==> src/rtl/hack_pkg.sv <==
// -----------------------------------------------------------------------------
// hack_pkg -- shared definitions for the Hack CPU core.
//
// Contents:
//   state_e      control FSM states of hack_core
//   *_BIT/_MSB   bit positions of the fields inside a C-instruction word
//   DEST_*       bit positions inside the latched 3-bit destination field
//   JMP_*        bit positions inside the latched 3-bit jump field
//   ALU_*        bit positions inside the latched 6-bit ALU control field
//   jump_taken   jump condition from the jump field and the ALU flags
// -----------------------------------------------------------------------------
package hack_pkg;

  typedef enum logic [2:0] {
    FETCH      = 3'd0,
    DECODE     = 3'd1,
    MEM_READ   = 3'd2,
    MEM_FETCH  = 3'd3,
    WRITE_BACK = 3'd4,
    HALT       = 3'd5
  } state_e;

  // C-instruction layout (low 13 bits; the MSB of the word marks a C-instr)
  localparam int A_BIT = 12;  // 1: y operand comes from memory (M), 0: from A
  localparam int C_MSB = 11;
  localparam int C_LSB = 6;
  localparam int D_MSB = 5;
  localparam int D_LSB = 3;
  localparam int J_MSB = 2;
  localparam int J_LSB = 0;

  // Destination field {d1, d2, d3}
  localparam int DEST_A = 2;
  localparam int DEST_D = 1;
  localparam int DEST_M = 0;

  // Jump field {j1, j2, j3}
  localparam int JMP_NEG = 2;
  localparam int JMP_ZR  = 1;
  localparam int JMP_POS = 0;

  // ALU control field {zx, nx, zy, ny, f, no}
  localparam int ALU_ZX = 5;
  localparam int ALU_NX = 4;
  localparam int ALU_ZY = 3;
  localparam int ALU_NY = 2;
  localparam int ALU_F  = 1;
  localparam int ALU_NO = 0;

  function automatic logic jump_taken(input logic [2:0] j, input logic neg, input logic zero);
    return (j[JMP_NEG] & neg) | (j[JMP_ZR] & zero) | (j[JMP_POS] & ~neg & ~zero);
  endfunction

endpackage

==> src/rtl/hack_alu.sv <==
// -----------------------------------------------------------------------------
// hack_alu -- combinational Hack ALU at DATA_W bits.
//
// Ports:
//   x_i     [DATA_W-1:0]  x operand (D register)
//   y_i     [DATA_W-1:0]  y operand (A register or memory word)
//   ctrl_i  [5:0]         {zx, nx, zy, ny, f, no}
//   out_o   [DATA_W-1:0]  result; addition wraps modulo 2^DATA_W
//   zero_o                result is all zeros
//   neg_o                 result MSB
// -----------------------------------------------------------------------------
module hack_alu
  import hack_pkg::*;
#(
  parameter int DATA_W = 16
) (
  input  logic [DATA_W-1:0] x_i,
  input  logic [DATA_W-1:0] y_i,
  input  logic [5:0]        ctrl_i,
  output logic [DATA_W-1:0] out_o,
  output logic              zero_o,
  output logic              neg_o
);

  logic [DATA_W-1:0] x_zero;
  logic [DATA_W-1:0] x_pre;
  logic [DATA_W-1:0] y_zero;
  logic [DATA_W-1:0] y_pre;
  logic [DATA_W-1:0] fn_out;

  always_comb begin
    // Operand pre-processing: optional zeroing, then optional inversion
    x_zero = ctrl_i[ALU_ZX] ? '0 : x_i;
    x_pre  = ctrl_i[ALU_NX] ? ~x_zero : x_zero;
    y_zero = ctrl_i[ALU_ZY] ? '0 : y_i;
    y_pre  = ctrl_i[ALU_NY] ? ~y_zero : y_zero;

    // Function select, then optional output inversion
    fn_out = ctrl_i[ALU_F] ? (x_pre + y_pre) : (x_pre & y_pre);
    out_o  = ctrl_i[ALU_NO] ? ~fn_out : fn_out;

    zero_o = (out_o == '0);
    neg_o  = out_o[DATA_W-1];
  end

endmodule

==> src/rtl/hack_core.sv <==
// -----------------------------------------------------------------------------
// hack_core -- multi-cycle Hack CPU with a wait-stated shared memory region.
//
// Build option:
//   HACK_CORE_SPEC_FETCH_EN  when defined, a non-jumping commit goes straight
//                            to DECODE using the instruction already fetched
//                            at pc+1; when undefined every commit returns to
//                            FETCH (one extra cycle, identical results).
//
// Parameters:
//   DATA_W       word width of instruction, A, D, pc and memory (>= 16)
//   SLOW_BASE    lowest address of the slow/shared memory region
//   SLOW_LIMIT   highest address of the slow region, inclusive
//   WAIT_CYCLES  settle cycles after mem_busy falls before read data is valid (0..7)
//
// Ports:
//   clk, reset   clock; synchronous active-high reset
//   instr        ROM word at address pc, valid one cycle after pc changes
//   mem_busy     slow region currently owned by another master
//   mem_rdata    memory read data for mem_addr
//   halt_req     stop at the next instruction boundary (FETCH)
//   mem_we       write strobe, combinational, one cycle per committed write
//   mem_addr     always the A register
//   mem_wdata    ALU result
//   pc           ROM fetch address (registered)
//   retire       one-cycle pulse after each completed instruction
//   halted       high while in HALT
//   dbg_state    current FSM state
//
// Memory handshake: the slow region is usable only while mem_busy is low.
// A read waits for mem_busy low and then counts WAIT_CYCLES more cycles
// (ignoring mem_busy) before sampling mem_rdata. A write to the slow region
// stalls in WRITE_BACK until mem_busy is low, and mem_we is asserted only in
// the single cycle in which the write commits.
// -----------------------------------------------------------------------------
module hack_core
  import hack_pkg::*;
#(
  parameter int          DATA_W      = 16,
  parameter int unsigned SLOW_BASE   = 32'h4000,
  parameter int unsigned SLOW_LIMIT  = 32'h5FFF,
  parameter int unsigned WAIT_CYCLES = 2
) (
  input  logic              clk,
  input  logic              reset,
  input  logic [DATA_W-1:0] instr,
  input  logic              mem_busy,
  input  logic [DATA_W-1:0] mem_rdata,
  input  logic              halt_req,
  output logic              mem_we,
  output logic [DATA_W-1:0] mem_addr,
  output logic [DATA_W-1:0] mem_wdata,
  output logic [DATA_W-1:0] pc,
  output logic              retire,
  output logic              halted,
  output state_e            dbg_state
);

  localparam logic [DATA_W-1:0] SLOW_LO = DATA_W'(SLOW_BASE);
  localparam logic [DATA_W-1:0] SLOW_HI = DATA_W'(SLOW_LIMIT);
  localparam logic [3:0]        WAIT_N  = 4'(WAIT_CYCLES);
  localparam logic [DATA_W-1:0] ONE     = {{(DATA_W-1){1'b0}}, 1'b1};

  // Architectural and pipeline registers
  state_e            state_q;
  logic [DATA_W-1:0] pc_q;
  logic [DATA_W-1:0] areg_q;
  logic [DATA_W-1:0] dreg_q;
  logic [DATA_W-1:0] alu_x_q;
  logic [DATA_W-1:0] alu_y_q;
  logic [5:0]        comp_q;
  logic [2:0]        dest_q;
  logic [2:0]        jmp_q;
  // 0: still waiting for mem_busy to fall; 1..WAIT_N: settle cycle number
  logic [3:0]        wait_q;
  logic              retire_q;
  logic              halted_q;

  // ALU and derived control
  logic [DATA_W-1:0] alu_out;
  logic              alu_zero;
  logic              alu_neg;
  logic              slow_access;
  logic              wb_commit;
  logic              do_jump;
  logic              is_c_instr;
  logic              unused_instr_bits;

  hack_alu #(
    .DATA_W (DATA_W)
  ) u_alu (
    .x_i    (alu_x_q),
    .y_i    (alu_y_q),
    .ctrl_i (comp_q),
    .out_o  (alu_out),
    .zero_o (alu_zero),
    .neg_o  (alu_neg)
  );

  // Bits between the C-instr marker and the a-bit carry no meaning
  assign unused_instr_bits = ^instr[DATA_W-2:A_BIT+1];
  assign is_c_instr        = instr[DATA_W-1];

  always_comb begin
    slow_access = (areg_q >= SLOW_LO) && (areg_q <= SLOW_HI);
    // Reset is folded in so a stalled write that becomes free in the reset
    // cycle is abandoned rather than strobed out.
    wb_commit   = !reset && (state_q == WRITE_BACK) &&
                  (!dest_q[DEST_M] || !slow_access || !mem_busy);
    do_jump     = jump_taken(jmp_q, alu_neg, alu_zero);
  end

  assign mem_we    = wb_commit && dest_q[DEST_M];
  assign mem_addr  = areg_q;
  assign mem_wdata = alu_out;
  assign pc        = pc_q;
  assign retire    = retire_q;
  assign halted    = halted_q;
  assign dbg_state = state_q;

  always_ff @(posedge clk) begin
    if (reset) begin
      state_q  <= FETCH;
      pc_q     <= '0;
      areg_q   <= '0;
      dreg_q   <= '0;
      alu_x_q  <= '0;
      alu_y_q  <= '0;
      comp_q   <= '0;
      dest_q   <= '0;
      jmp_q    <= '0;
      wait_q   <= '0;
      retire_q <= 1'b0;
      halted_q <= 1'b0;
    end else begin
      retire_q <= 1'b0;
      case (state_q)
        FETCH: begin
          if (halt_req) begin
            state_q  <= HALT;
            halted_q <= 1'b1;
          end else begin
            state_q <= DECODE;
          end
        end

        HALT: begin
          if (!halt_req) begin
            state_q  <= FETCH;
            halted_q <= 1'b0;
          end
        end

        DECODE: begin
          pc_q <= pc_q + ONE;
          if (!is_c_instr) begin
            areg_q   <= instr;
            retire_q <= 1'b1;
            state_q  <= FETCH;
          end else begin
            comp_q  <= instr[C_MSB:C_LSB];
            dest_q  <= instr[D_MSB:D_LSB];
            jmp_q   <= instr[J_MSB:J_LSB];
            alu_x_q <= dreg_q;
            if (instr[A_BIT]) begin
              state_q <= MEM_READ;
            end else begin
              alu_y_q <= areg_q;
              state_q <= WRITE_BACK;
            end
          end
        end

        MEM_READ: begin
          if (!slow_access) begin
            state_q <= MEM_FETCH;
          end else if (wait_q == 4'd0) begin
            // The first cycle with mem_busy low is settle cycle zero
            if (!mem_busy) begin
              if (WAIT_N == 4'd0) begin
                state_q <= MEM_FETCH;
              end else begin
                wait_q <= 4'd1;
              end
            end
          end else if (wait_q == WAIT_N) begin
            state_q <= MEM_FETCH;
          end else begin
            wait_q <= wait_q + 4'd1;
          end
        end

        MEM_FETCH: begin
          alu_y_q <= mem_rdata;
          wait_q  <= 4'd0;
          state_q <= WRITE_BACK;
        end

        WRITE_BACK: begin
          if (wb_commit) begin
            if (dest_q[DEST_A]) areg_q <= alu_out;
            if (dest_q[DEST_D]) dreg_q <= alu_out;
            retire_q <= 1'b1;
            if (do_jump) begin
              // Jump target is A as it was before this instruction's update
              pc_q    <= areg_q;
              state_q <= FETCH;
            end else begin
`ifdef HACK_CORE_SPEC_FETCH_EN
              // pc advanced in DECODE, so instr already holds the next word
              state_q <= DECODE;
`else
              state_q <= FETCH;
`endif
            end
          end
        end

        default: begin
          state_q <= FETCH;
        end
      endcase
    end
  end

endmodule

==> config.mk <==
export PLATFORM = sky130hd
export DESIGN_NAME = hack_core
export DESIGN_NICKNAME = d
export VERILOG_FILES = /design/src/rtl/hack_pkg.sv /design/src/rtl/hack_alu.sv /design/src/rtl/hack_core.sv
export SDC_FILE = /design/constraint.sdc
export NUM_CORES = 1
export LEC_CHECK = 0
export BUFFER_PORTS_ARGS = -buffer_cell sky130_fd_sc_hd__buf_2
export CELL_PAD_IN_SITES_DETAIL_PLACEMENT = 0
export CELL_PAD_IN_SITES_GLOBAL_PLACEMENT = 2
export CORE_MARGIN = 5
export CORE_UTILIZATION = 31
export CTS_CLUSTER_SIZE = 30
export DETAILED_ROUTE_END_ITERATION = 12
export GPL_TIMING_DRIVEN = 0
export PLACE_DENSITY = 0.83
export SETUP_SLACK_MARGIN = 0.5
export SYNTH_ARGS = -nofsm -noshare
export SYNTH_HDL_FRONTEND = slang
export SYNTH_SLANG_ARGS = --single-unit
==> constraint.sdc <==
create_clock -name clk -period 6 [get_ports clk]
set_clock_uncertainty 0.05 [all_clocks]
set_input_delay 0.9 -clock clk [delete_from_list [all_inputs] [get_ports clk]]
set_output_delay 0.9 -clock clk [all_outputs]
set_load 0.02 [all_outputs]
==> flow_results.xml, run 1 <==
<?xml version="1.0" encoding="UTF-8"?>
<metrics>
  <group name="min_path">
    <metric name="hold_path_depth" unit="">2</metric>
    <metric name="worst_hold_path_type" unit="">reg -&gt; reg</metric>
    <metric name="hp-start" unit="">dreg_q[15]</metric>
    <metric name="min_delay_worst_endpoint" unit="">alu_x_q[15]</metric>
  </group>
  <group name="clocking">
    <metric name="postCtsHoldBufs" unit="">0</metric>
    <metric name="cts_num_sinks" unit="">101</metric>
    <metric name="clock_tree.root_cell" unit="">sky130_fd_sc_hd__clkbuf_16</metric>
    <metric name="clkLatencyLatePin" unit="ns">0.35</metric>
    <metric name="tritoncts" unit="">yes</metric>
    <metric name="postCtsSetupRepairBufs" unit="">0</metric>
    <metric name="cts.clk_slew.worst_paths" unit="ns">0.07</metric>
    <metric name="post_cts_resize_count" unit="">3</metric>
    <metric name="cts.path.max_buffers" unit="">2</metric>
    <metric name="ctsHtreeMaxLevel" unit="">3</metric>
    <metric name="cts-buffers-inserted" unit="">9</metric>
  </group>
  <group name="finish">
    <metric name="layout-area-overhead-vs-synth" unit="%">17.3</metric>
    <metric name="final_cells" unit="">1223</metric>
    <metric name="final_layout_size_suffix_gt1_frac" unit="">0.142</metric>
    <metric name="layout.area.seq" unit="sq mm">0.00202</metric>
    <metric name="fill_cells" unit="">2196</metric>
    <metric name="nets" unit="">1005</metric>
    <metric name="num_antenna_cells" unit="">0</metric>
    <metric name="area_of_the_multi_input_gates" unit="sq mm">0.00411</metric>
  </group>
  <group name="routing">
    <metric name="residual_antenna_violating_net_count_after_detailed_routing" unit="">0</metric>
    <metric name="route.detailed.vias_per_inst" unit="">5.20</metric>
    <metric name="detail_route.wirelength" unit="mm">23.3</metric>
    <metric name="drc_errors" unit="">0</metric>
    <metric name="firstDrtPassIters" unit="">5</metric>
    <metric name="detailroute.via_count" unit="">6362</metric>
    <metric name="first_iter_violations" unit="">358</metric>
    <metric name="route.detailed.wl_per_inst" unit="um">19.1</metric>
  </group>
  <group name="global_routing">
    <metric name="grt_remaining_overflow" unit="">0</metric>
    <metric name="first_global_vias" unit="">5997</metric>
    <metric name="antenna_found_initial" unit="">0</metric>
    <metric name="overall_routing_resource_usage" unit="">0.192</metric>
    <metric name="grt_max_degree" unit="">17</metric>
    <metric name="grt_pass1_wl" unit="mm">35.6</metric>
  </group>
  <group name="pwr">
    <metric name="total_leakage_power" unit="nW">2.74</metric>
    <metric name="power_density" unit="mW/mm^2">263</metric>
    <metric name="finalPower" unit="mW">1.99</metric>
    <metric name="ir_drop" unit="mV">0.120</metric>
  </group>
  <group name="synth">
    <metric name="yosys-mux-area-fraction" unit="">0.0235</metric>
    <metric name="synth.area.top_cells" unit="">sky130_fd_sc_hd__dfxtp_1 (31%), sky130_fd_sc_hd__nand2_1 (9.6%), sky130_fd_sc_hd__xnor2_1 (6.9%), sky130_fd_sc_hd__a21oi_1 (6.7%), sky130_fd_sc_hd__a311oi_1 (4.2%)</metric>
    <metric name="synth_top_area_cell" unit="">sky130_fd_sc_hd__dfxtp_1</metric>
    <metric name="synth_top_cells_by_count" unit="">sky130_fd_sc_hd__nand2_1 (165), sky130_fd_sc_hd__dfxtp_1 (101), sky130_fd_sc_hd__a21oi_1 (86)</metric>
    <metric name="syn_nets" unit="">906</metric>
    <metric name="ys_seq_elements" unit="">101</metric>
    <metric name="synthAdderAreaFrac" unit="">0.0419</metric>
    <metric name="synth_seq_area_share" unit="">0.313</metric>
    <metric name="synth_compound_gate_area_share" unit="">0.243</metric>
    <metric name="syn-instance-count" unit="">849</metric>
    <metric name="synth_edf_count" unit="">0</metric>
    <metric name="combinational_family_with_the_most_area_after_synthesis" unit="">simple AND/OR/NAND/NOR gates</metric>
    <metric name="synth.top_cell.area_share" unit="">0.313</metric>
    <metric name="post_synth_and_or_nand_nor_area_fraction" unit="">0.253</metric>
    <metric name="synth_async_sr_flop_share" unit="">0</metric>
    <metric name="synth_area" unit="sq mm">0.00645</metric>
    <metric name="yosys.cell_types.count" unit="">64</metric>
    <metric name="post_synthesis_share_of_cell_area_spent_on_xor_and_xnor_gates" unit="">0.0733</metric>
    <metric name="synth_flop_cell" unit="">sky130_fd_sc_hd__dfxtp_1</metric>
    <metric name="avgSynthCellArea" unit="sq um">7.60</metric>
    <metric name="synth-warning-count" unit="">0</metric>
    <metric name="synth.most_common_cell" unit="">sky130_fd_sc_hd__nand2_1</metric>
  </group>
  <group name="die">
    <metric name="io_pins" unit="">90</metric>
    <metric name="rows" unit="">52</metric>
    <metric name="initial_core_util" unit="">0.317</metric>
    <metric name="coreArea" unit="sq mm">0.0204</metric>
    <metric name="die-height" unit="um">154</metric>
    <metric name="fp.dieArea" unit="sq mm">0.0238</metric>
    <metric name="die_w" unit="um">154</metric>
  </group>
  <group name="sta">
    <metric name="maxSlewHeadroom" unit="">0.313</metric>
    <metric name="timing.final.setup_violations" unit="">0</metric>
    <metric name="setup_repair_after_global_routing_missed_its_margin" unit="">false</metric>
    <metric name="fmax" unit="GHz">0.194</metric>
    <metric name="final.period_utilization" unit="">0.861</metric>
    <metric name="hold_violations" unit="">0</metric>
    <metric name="tightest_slew" unit="ns">1.03</metric>
    <metric name="timing.final.crit_period" unit="ns">5.17</metric>
    <metric name="timing.final.max_slew_violations" unit="">0</metric>
    <metric name="fin_setup_tns" unit="ns">0</metric>
  </group>
  <group name="run_status">
    <metric name="run_status" unit="">complete, no violations</metric>
  </group>
  <group name="worst_setup_path">
    <metric name="setup.worst_path.end_class" unit="">register</metric>
    <metric name="crit_type" unit="">reg -&gt; reg</metric>
    <metric name="timing.reg2reg.setup_slack" unit="ns">0.83</metric>
    <metric name="critical_path.startpoint_type" unit="">register</metric>
    <metric name="worst_ep_required_time" unit="ns">6.21</metric>
    <metric name="reg2reg_to" unit="">pc[8]</metric>
    <metric name="worst-path-max-fanout" unit="">10</metric>
    <metric name="reg2regPathDepth" unit="">16</metric>
    <metric name="cp_data_arrival_time" unit="ns">5.38</metric>
    <metric name="worst_reg2reg_path_startpoint" unit="">comp_q[2]</metric>
  </group>
  <group name="placed_design">
    <metric name="numPlacedInstances" unit="">1207</metric>
    <metric name="detailed_placement_hpwl" unit="mm">18.0</metric>
    <metric name="portBuffers" unit="">88</metric>
    <metric name="gp_routability_congestion" unit="">0.888</metric>
  </group>
  <group name="run">
    <metric name="drv.max_cap_violation_count" unit="">0</metric>
  </group>
</metrics>
## registers in the layout, indices dropped and copies added (netlist names), 3 cells and up
| register | count |
|---|---|
| dest_q | 3 |
| wait_q | 4 |
| alu_y_q | 16 |
| pc | 16 |
| comp_q | 6 |
| dbg_state | 3 |
| mem_addr | 16 |
| dreg_q | 16 |
| jmp_q | 3 |
| alu_x_q | 16 |
## cell type report
type,count,share of cell area
buffer,64,0.0347
multi-input combinational,664,0.543
tap,270,0.0447
timing repair buffer,88,0.0582
clock inverter,5,0.0111
sequential,101,0.267
clock buffer,11,0.0308
inverter,20,0.00992
## cells by family (layout without fill, tap and decap cells)
logic type / count (synthesis) / count (layout)
buffers and inverters: 84 / 188
adder cells (fa/ha/maj): 21 / 21
AND/OR/NAND/NOR: 357 / 357
XOR/XNOR: 54 / 54
AO/OA/AOI/OAI: 217 / 217
flip-flops: 101 / 101
multiplexers: 15 / 15
## worst max-delay path by stage
stage / endpoint / startpoint / depth (start not counted)
final: pc[8] / comp_q[2] / 16
after global placement: pc[8] / comp_q[2] / 16
after CTS: pc[8] / comp_q[2] / 16
after detailed placement: pc[10] / comp_q[2] / 16
after floorplan: pc[10] / comp_q[2] / 16
after global routing: pc[13] / comp_q[2] / 16
## critical path, stage by stage (launching register included)
cell	delay, ns
sky130_fd_sc_hd__dfxtp_1	0.31
sky130_fd_sc_hd__clkbuf_1	0.40
sky130_fd_sc_hd__clkbuf_2	0.39
sky130_fd_sc_hd__xnor2_1	0.19
sky130_fd_sc_hd__fa_1	0.51
sky130_fd_sc_hd__xor2_1	0.18
sky130_fd_sc_hd__mux2i_1	0.10
sky130_fd_sc_hd__xnor2_1	0.38
sky130_fd_sc_hd__inv_1	0.17
sky130_fd_sc_hd__or4_1	0.51
sky130_fd_sc_hd__nor3_2	0.11
sky130_fd_sc_hd__o2111ai_1	0.14
sky130_fd_sc_hd__or4_4	0.50
sky130_fd_sc_hd__o41a_4	0.44
sky130_fd_sc_hd__a21o_4	0.28
sky130_fd_sc_hd__buf_6	0.16
sky130_fd_sc_hd__o32ai_2	0.24
## placed cells by master (no fill, tap or decap), types with 10 or more instances in the layout
cell type                  count
sky130_fd_sc_hd__o21ai_0      19
sky130_fd_sc_hd__mux2i_1      14
sky130_fd_sc_hd__nand3_1      27
sky130_fd_sc_hd__nand2_1     165
sky130_fd_sc_hd__dfxtp_1     101
sky130_fd_sc_hd__o211ai_1     10
sky130_fd_sc_hd__clkbuf_1     52
sky130_fd_sc_hd__nor3_1       14
sky130_fd_sc_hd__inv_1        18
sky130_fd_sc_hd__buf_2        91
sky130_fd_sc_hd__ha_1         20
sky130_fd_sc_hd__a21oi_1      86
sky130_fd_sc_hd__nor2_1       65
sky130_fd_sc_hd__a311oi_1     31
sky130_fd_sc_hd__xnor2_1      50
sky130_fd_sc_hd__nand2b_1     37
## stage by stage
step / setup slack (ns) / hold slack [ns] / utilization / instance area, sq um
2_1_floorplan: 1.26 / 0.382 / - / 6450
3_3_place_gp: 0.427 / 0.391 / 0.355 / 7230
3_5_place_dp: 0.389 / 0.398 / 0.355 / 7230
4_1_cts: 0.612 / 0.401 / 0.371 / 7550
5_1_grt: 0.568 / 0.414 / 0.372 / 7570
6_report: 0.833 / 0.394 / 0.372 / 7570
## per-layer routing
metal,vias up,track usage,share of wire
met2,130,0.311,0.46
met3,19,0.0224,0.039
li1,3199,-,-
met1,3014,0.273,0.48
met4,0,0.0437,0.016
met5,-,0,0
## power breakdown
group | total, mW | switching (mW) | internal, mW
logic | 0.577 | 0.389 | 0.189
clock network | 0.635 | 0.267 | 0.368
registers | 0.774 | 0.0615 | 0.713
total | 1.99 | 0.717 | 1.27
(Power assumes the default switching activity.)
==> inputs of run 2 (changes only) <==
- CORE_UTILIZATION: 31 -> 34
- PLACE_DENSITY: 0.83 -> 0.89
==> flow_results.xml, run 2 (synthesized netlist as in run 1, its figures left out) <==
<?xml version="1.0" encoding="UTF-8"?>
<metrics>
  <group name="global_routing">
    <metric name="grt_pass1_wl" unit="mm">34.8</metric>
    <metric name="grt_remaining_overflow" unit="">0</metric>
    <metric name="overall_routing_resource_usage" unit="">0.206</metric>
    <metric name="grt_max_degree" unit="">21</metric>
    <metric name="antenna_found_initial" unit="">1</metric>
    <metric name="first_global_vias" unit="">5973</metric>
  </group>
  <group name="finish">
    <metric name="num_antenna_cells" unit="">0</metric>
    <metric name="layout-area-overhead-vs-synth" unit="%">16.3</metric>
    <metric name="mostFrequentLayoutCell" unit="">sky130_fd_sc_hd__nand2_1</metric>
    <metric name="most_frequent_cells_in_the_layout" unit="">sky130_fd_sc_hd__nand2_1 (165), sky130_fd_sc_hd__dfxtp_1 (101), sky130_fd_sc_hd__buf_2 (91), sky130_fd_sc_hd__a21oi_1 (86), sky130_fd_sc_hd__nor2_1 (65)</metric>
    <metric name="final_layout_size_suffix_gt1_frac" unit="">0.143</metric>
    <metric name="nets" unit="">1005</metric>
  </group>
  <group name="clocking">
    <metric name="tritoncts" unit="">yes</metric>
    <metric name="clock_tree.root_cell" unit="">sky130_fd_sc_hd__clkbuf_16</metric>
    <metric name="cts_num_sinks" unit="">101</metric>
    <metric name="cts-buffers-inserted" unit="">9</metric>
    <metric name="cts.path.max_buffers" unit="">2</metric>
    <metric name="postCtsHoldBufs" unit="">0</metric>
    <metric name="postCtsSetupRepairBufs" unit="">0</metric>
    <metric name="cts.clk_slew.worst_paths" unit="ns">0.09</metric>
    <metric name="ctsHtreeMaxLevel" unit="">3</metric>
    <metric name="clkLatencyLatePin" unit="ns">0.36</metric>
  </group>
  <group name="die">
    <metric name="rows" unit="">50</metric>
    <metric name="io_pins" unit="">90</metric>
    <metric name="die-height" unit="um">148</metric>
    <metric name="coreArea" unit="sq mm">0.0187</metric>
    <metric name="die_w" unit="um">148</metric>
    <metric name="fp.dieArea" unit="sq mm">0.0218</metric>
    <metric name="initial_core_util" unit="">0.345</metric>
  </group>
  <group name="sta">
    <metric name="tightest_slew" unit="ns">1.07</metric>
    <metric name="timing.final.crit_period" unit="ns">5.28</metric>
    <metric name="fin_setup_tns" unit="ns">0</metric>
    <metric name="timing.final.max_slew_violations" unit="">0</metric>
    <metric name="maxSlewHeadroom" unit="">0.285</metric>
    <metric name="fmax" unit="GHz">0.189</metric>
    <metric name="final.period_utilization" unit="">0.880</metric>
    <metric name="hold_violations" unit="">0</metric>
    <metric name="setup_repair_after_global_routing_missed_its_margin" unit="">true</metric>
    <metric name="timing.final.setup_violations" unit="">0</metric>
  </group>
  <group name="worst_setup_path">
    <metric name="worst-path-max-fanout" unit="">10</metric>
    <metric name="setup.worst_path.end_class" unit="">register</metric>
    <metric name="worst_ep_required_time" unit="ns">6.21</metric>
    <metric name="critical_path_cell_by_cell" unit="">clkbuf_1, clkbuf_2, xnor2_1, fa_1, xor2_1, mux2i_1, xnor2_1, inv_1, or4_1, nor3_2, o2111ai_1, or4_4, o311ai_4, clkbuf_1, a21oi_1, o32ai_2</metric>
    <metric name="crit_type" unit="">reg -&gt; reg</metric>
    <metric name="cp_data_arrival_time" unit="ns">5.49</metric>
    <metric name="critical_path.max_stage_delay" unit="ns">0.53</metric>
    <metric name="critical_path.startpoint_type" unit="">register</metric>
    <metric name="cell_type_of_the_slowest_stage_on_the_worst_timing_path" unit="">sky130_fd_sc_hd__fa_1</metric>
  </group>
  <group name="routing">
    <metric name="detailroute.via_count" unit="">6349</metric>
    <metric name="route.detailed.wl_per_inst" unit="um">19.2</metric>
    <metric name="detail_route.wirelength" unit="mm">22.8</metric>
    <metric name="firstDrtPassIters" unit="">5</metric>
    <metric name="route.detailed.vias_per_inst" unit="">5.35</metric>
    <metric name="residual_antenna_violating_net_count_after_detailed_routing" unit="">0</metric>
    <metric name="first_iter_violations" unit="">356</metric>
    <metric name="drc_errors" unit="">0</metric>
  </group>
  <group name="pwr">
    <metric name="power_density" unit="mW/mm^2">260</metric>
    <metric name="finalPower" unit="mW">1.95</metric>
    <metric name="total_leakage_power" unit="nW">2.73</metric>
    <metric name="ir_drop" unit="mV">0.179</metric>
  </group>
  <group name="placed_design">
    <metric name="gp_routability_congestion" unit="">0.875</metric>
    <metric name="portBuffers" unit="">88</metric>
    <metric name="detailed_placement_hpwl" unit="mm">17.6</metric>
  </group>
  <group name="run_status">
    <metric name="run_status" unit="">complete, no violations</metric>
  </group>
  <group name="min_path">
    <metric name="worst_hold_path_type" unit="">reg -&gt; reg</metric>
  </group>
  <group name="run">
    <metric name="drv.max_cap_violation_count" unit="">0</metric>
  </group>
</metrics>
==> run 2: worst max-delay path: cells and delay by family (launching register included) <==
family	cells	cell delay, ns
flip-flops	1	0.31
XOR/XNOR	3	0.82
multiplexers	1	0.11
AO/OA/AOI/OAI	4	0.91
buffers and inverters	4	1.29
adder cells (fa/ha/maj)	1	0.53
AND/OR/NAND/NOR	3	1.15
==> run 2: routing by layer <==
| metal | share of wire | up-vias | routed length, um | global-route usage |
|---|---|---|---|---|
| met4 | 0.019 | 2 | 442 | 0.0634 |
| met2 | 0.46 | 166 | 10500 | 0.327 |
| met5 | 0.00057 | - | 13 | 0 |
| met1 | 0.47 | 2971 | 10700 | 0.286 |
| li1 | - | 3183 | - | - |
| met3 | 0.052 | 27 | 1200 | 0.0346 |
==> run 2: worst paths after layout <==
check	start	endpoint	slack, ns	cells past startpoint
min	jmp_q[2]	jmp_q[2]	0.41	2
min reg2reg	jmp_q[2]	jmp_q[2]	0.41	2
max	comp_q[2]	pc[10]	0.72	16
max reg2reg	comp_q[2]	pc[10]	0.72	16
==> run 2: final cells by class <==
cell class | instances | area (sq um)
Tap cell | 234 | 293
Clock buffer | 9 | 225
Inverter | 20 | 75.1
Multi-Input combinational cell | 664 | 4110
Sequential cell | 101 | 2020
Buffer | 64 | 262
Clock inverter | 7 | 72.6
Fill cell | 2030 | 11200
Timing Repair Buffer | 88 | 440
==> run 2: through the flow <==
| stage | instance area, sq um | utilization | setup slack [ns] | cells | hold WS, ns |
|---|---|---|---|---|---|
| after global routing | 7500 | 0.401 | 0.466 | 1187 | 0.425 |
| final | 7500 | 0.401 | 0.722 | 1187 | 0.405 |
| after CTS | 7480 | 0.400 | 0.558 | 1187 | 0.407 |
| after floorplan | 6450 | - | 1.26 | 849 | 0.382 |
| after detailed placement | 7180 | 0.384 | 0.397 | 1171 | 0.397 |
| after global placement | 7180 | 0.384 | 0.340 | 1171 | 0.392 |
==> run 2: power breakdown <==
part | internal (mW) | switching (mW)
clock | 0.296 | 0.302
sequential | 0.713 | 0.0632
combinational | 0.188 | 0.386
==> run 2: timing repair <==
| item | in CTS | in global routing |
|---|---|---|
| endpoints found under the hold margin | 0 | 0 |
| pin swaps | 0 | 0 |
| setup endpoints to repair | 14 | 14 |
| resized for setup | 2 | 2 |
